`src/rtl/timer_counter.sv`:
```
// Programmable down-counting timer with CTRL/PRESET/COUNT registers and a maskable IRQ.
// Define TIMER_IRQ_STICKY_EN to make the interrupt flag sticky until software writes CTRL.
module timer_counter #(
  parameter logic [31:0] RST_PRESET = 32'h0000_0000
) (
  input  logic        clk,
  input  logic        reset,
  input  logic [1:0]  Addr,
  input  logic        We,
  input  logic [31:0] DIn,
  output logic [31:0] DOut,
  output logic        IRQ
);

  localparam logic [1:0] IDLE = 2'd0;
  localparam logic [1:0] LOAD = 2'd1;
  localparam logic [1:0] CNT  = 2'd2;
  localparam logic [1:0] INT  = 2'd3;

  localparam logic [1:0] ADDR_CTRL   = 2'd0;
  localparam logic [1:0] ADDR_PRESET = 2'd1;
  localparam logic [1:0] ADDR_COUNT  = 2'd2;

  logic [1:0]  state;
  logic [1:0]  state_nxt;
  logic [3:0]  ctrl;
  logic [31:0] preset;
  logic [31:0] count;
  logic        flag;

  logic        en;
  logic [1:0]  mode;
  logic        im;
  logic        auto_reload;
  logic        ctrl_we;
  logic        preset_we;
  logic        count_zero;

  always_comb begin
    en          = ctrl[0];
    mode        = ctrl[2:1];
    im          = ctrl[3];
    auto_reload = (mode == 2'b01);
    ctrl_we     = We && (Addr == ADDR_CTRL);
    preset_we   = We && (Addr == ADDR_PRESET);
    count_zero  = (count == '0);
  end

  always_comb begin
    state_nxt = state;
    case (state)
      IDLE: if (en) state_nxt = LOAD;
      LOAD: state_nxt = CNT;
      CNT: begin
        if (!en)            state_nxt = IDLE;
        else if (count_zero) state_nxt = INT;
      end
      INT: state_nxt = auto_reload ? LOAD : IDLE;
      default: state_nxt = IDLE;
    endcase
  end

  always_ff @(posedge clk or negedge reset) begin
    if (!reset) state <= IDLE;
    else        state <= state_nxt;
  end

  // PRESET is only sampled in LOAD, so mid-count PRESET writes wait for the next reload.
  always_ff @(posedge clk or negedge reset) begin
    if (!reset) begin
      count <= '0;
    end else if (state == LOAD) begin
      count <= preset;
    end else if ((state == CNT) && en && !count_zero) begin
      count <= count - 32'd1;
    end
  end

  always_ff @(posedge clk or negedge reset) begin
    if (!reset)         preset <= RST_PRESET;
    else if (preset_we) preset <= DIn;
  end

  // A software CTRL write overrides the one-shot En clear in the same cycle.
  always_ff @(posedge clk or negedge reset) begin
    if (!reset) begin
      ctrl <= '0;
    end else if (ctrl_we) begin
      ctrl <= DIn[3:0];
    end else if ((state == INT) && !auto_reload) begin
      ctrl[0] <= 1'b0;
    end
  end

`ifdef TIMER_IRQ_STICKY_EN
  always_ff @(posedge clk or negedge reset) begin
    if (!reset) begin
      flag <= 1'b0;
    end else if ((state == CNT) && (state_nxt == INT)) begin
      flag <= 1'b1;
    end else if (ctrl_we) begin
      flag <= 1'b0;
    end
  end
`else
  always_comb begin
    flag = (state == INT);
  end
`endif

  always_comb begin
    IRQ = flag & im;
  end

  always_comb begin
    DOut = '0;
    case (Addr)
      ADDR_CTRL:   DOut = {28'd0, ctrl};
      ADDR_PRESET: DOut = preset;
      ADDR_COUNT:  DOut = count;
      default:     DOut = '0;
    endcase
  end

endmodule

```
`config.mk`:
```
export PLATFORM = sky130hd
export DESIGN_NAME = timer_counter
export DESIGN_NICKNAME = d
export VERILOG_FILES = /design/src/rtl/timer_counter.sv
export SDC_FILE = /design/constraint.sdc
export NUM_CORES = 1
export LEC_CHECK = 0
export CAP_MARGIN = 10
export CORE_MARGIN = 2
export CORE_UTILIZATION = 40
export CTS_CLUSTER_DIAMETER = 30
export DETAILED_ROUTE_END_ITERATION = 8
export HOLD_SLACK_MARGIN = 0.08
export PLACE_DENSITY = 0.76
export SLEW_MARGIN = 20
export SYNTH_ARGS = -nofsm -noshare
export SYNTH_HDL_FRONTEND = slang
export SYNTH_SLANG_ARGS = --single-unit
```
`constraint.sdc`:
```
create_clock -name clk -period 7.32 [get_ports clk]
set_input_delay 0.732 -clock clk [delete_from_list [all_inputs] [get_ports clk]]
set_output_delay 0.732 -clock clk [all_outputs]
set_load 0.03 [all_outputs]
```
==> metrics <==
crit path DAT 3.12 ns; Die ar. 10,400 sq um; Hold Path Class flop to flop; Crit Path Class primary input to output port; Sw Pwr 637 uW; commonest non-fill, non-tap cells in the layout dfrtp_1, clkdlybuf4s50_1, nand2_1; Slew @ Worst Pin 1.01 ns; area added between synthesis and finish 25.0%; Placer Congestion 0.865; Fmax achieved 260 MHz; multi-input logic area 1950 sq um; CTS tree yes; Routed WL per cell 17.1 microns; r2r worst-path depth 7; YS warnings 0; FILL cells 864; hold_buf cts 0; DRC Markers 0; fin. max-slew vios 0; worst skew pair latency 0.35 ns; status complete, no violations; Post-synth top flop dfrtp_1; postcts setup bufs 0; via count 3,228; Tot GR Track Use 0.196; Worst Path Required 6.59 ns; syn avg cell area 10.4 sq um; Inst Count DP 543; Core Region 9280 sq um; final hold viol count 0; most common cell after layout, fill and taps aside dfrtp_1; Worst R2R End count[10]$_DFFE_PN0P_; Post-synth ARST share 1.00; unrepaired setup endpoints after global routing no; Clock Power Share 0.184; final setup skew 0.00483 ns; Clock Path Buffers 2; Synth Area in Adders 0.00326; Sw Ratio 0.403; crit-path max FO 21; Die X 102 microns; Cell Rows 35; Routed WL 9570 microns; H-tree levels 3; crit path capture type output port; vias in the first global route 3,256; largest net degree at the start of global routing 71; Post-synth EDFFs 0; Critical Path Source Type primary input; height of the die 102 microns; number of max-cap violations 0; Reg power frac 0.428; Post-Syn Area 3830 sq um; GR Overflow Total 0; main combinational cell family by area after synthesis compound AO/OA/AOI/OAI gates; Seq/Total Area, Yosys 0.457; Peak VDD IR 0.174 mV; Hold EP count[5]$_DFFE_PN0P_; Syn Inst Count 368; Top Ports 70; area occupied by registers 1750 sq um; R2R Setup Slk 4.19 ns; XOR/XNOR Fraction of Synth Area 0; PD cells 330 nW/um^2; total CTS buffers 9; CTS clk-pin slew, worst paths 0.07 ns; Pwr Total 1580 uW; Compound-Gate Fraction of Synth Area 0.214; Tmin final 3.85 ns; Post-DRT Antenna Nets 0; post-synthesis register bit count 70; leakage power total 0.00191 uW; drt via density 5.77; dpl hpwl 6530 microns; antenna violations before repair 0; final non-filler cell total 559; Worst Hold Depth 2; Setup TNS Final 0 ns; drt pass-1 iters 4; Int Pwr 944 uW; Worst R2R Start count[1]$_DFFE_PN0P_; final net count 463; Root Buffer clkbuf_8; Net Count, Synth 406; diode count 0; First DRT Iteration DRCs 141; cells resized by post-CTS repair 0; TritonCTS Sinks 70; Period Utilization, post-route 0.526; count of cell types in the netlist 56; Hold Startpoint preset[5]$_DFFE_PN0P_; Comb pwr share 0.388; Simple-Gate Fraction of Synth Area 0.166; starting density of the core 0.413; final setup vio count 0; IO buf count 69; fraction of synthesized area in multiplexers 0.124; Slew headroom 0.325; first-pass GRT wire length 16,000 microns; layout cells sized above 1 0.165
## flip-flops by register name (all words and copies together) (netlist names)
register	flops
count	32
preset	32
state	2
ctrl	4
## area by class of cell
| cell class | instances | area share |
|---|---|---|
| multi-input cells | 266 | 0.407 |
| repair buffers | 75 | 0.152 |
| clock inverters | 4 | 0.00418 |
| flip-flops and latches | 70 | 0.365 |
| inverters | 3 | 0.00235 |
| well taps | 129 | 0.0337 |
| clock buffers | 12 | 0.0345 |
## synthesized netlist by cell type, drive strengths merged (8+ instances only)
| cell | count | area share |
|---|---|---|
| o21ai | 18 | 0.023 |
| mux2 | 36 | 0.11 |
| nor4 | 10 | 0.022 |
| nand2 | 38 | 0.037 |
| clkbuf | 21 | 0.021 |
| or4 | 8 | 0.018 |
| a221o | 8 | 0.021 |
| dfrtp | 70 | 0.46 |
| or3 | 8 | 0.013 |
| buf | 8 | 0.012 |
| a22o | 28 | 0.064 |
| nor2 | 14 | 0.014 |
| nor3 | 12 | 0.016 |
## power groups by stage
stage               clock network (uW)  logic (uW)  registers [uW]
global route                       314         678             698
global placement                     0         595             670
finish                             291         613             677
floorplan                            0         465             616
detailed placement                   0         612             680
CTS                                299         616             672
## worst max-delay path by stage
stage	startpoint	end	slack, ns	cells past startpoint
floorplan	Addr[1]	DOut[10]	4.50	5
global placement	Addr[0]	DOut[16]	3.49	5
detailed placement	Addr[1]	DOut[16]	3.47	5
CTS	Addr[1]	DOut[1]	3.46	6
global route	Addr[1]	DOut[0]	3.34	6
finish	Addr[1]	DOut[1]	3.47	6
## metal layers
layer  track usage  routed length [microns]  up-vias
met5             0                        0        -
met4        0.0503                       92        0
met3        0.0506                      496       11
met2         0.330                     4740       89
met1         0.253                     4230     1597
li1              -                        -     1531
## worst max-delay path: stages
cell and delay [ns]:
clkdlybuf4s50_1 0.58, nor2b_2 0.56, buf_4 0.37, nand2_1 0.08
o21ai_0 0.09, clkdlybuf4s50_1 0.70
## through the flow
step	setup slack, ns	hold WS (ns)	cell area, sq um	utilization
6_report	3.47	0.505	4790	0.516
5_1_grt	3.34	0.541	4790	0.516
4_1_cts	3.46	0.513	4790	0.516
3_5_place_dp	3.47	0.496	4610	0.496
3_3_place_gp	3.49	0.487	4610	0.496
2_1_floorplan	4.50	0.436	3830	-
## cell families (layout without fill, tap and decap cells)
family | count (synthesis) | after routing
buf+inv | 32 | 94
flops | 70 | 70
fa+ha+maj | 1 | 1
simple gates | 118 | 118
mux | 43 | 43
compound gates | 104 | 104
(Power assumes the default switching activity.)
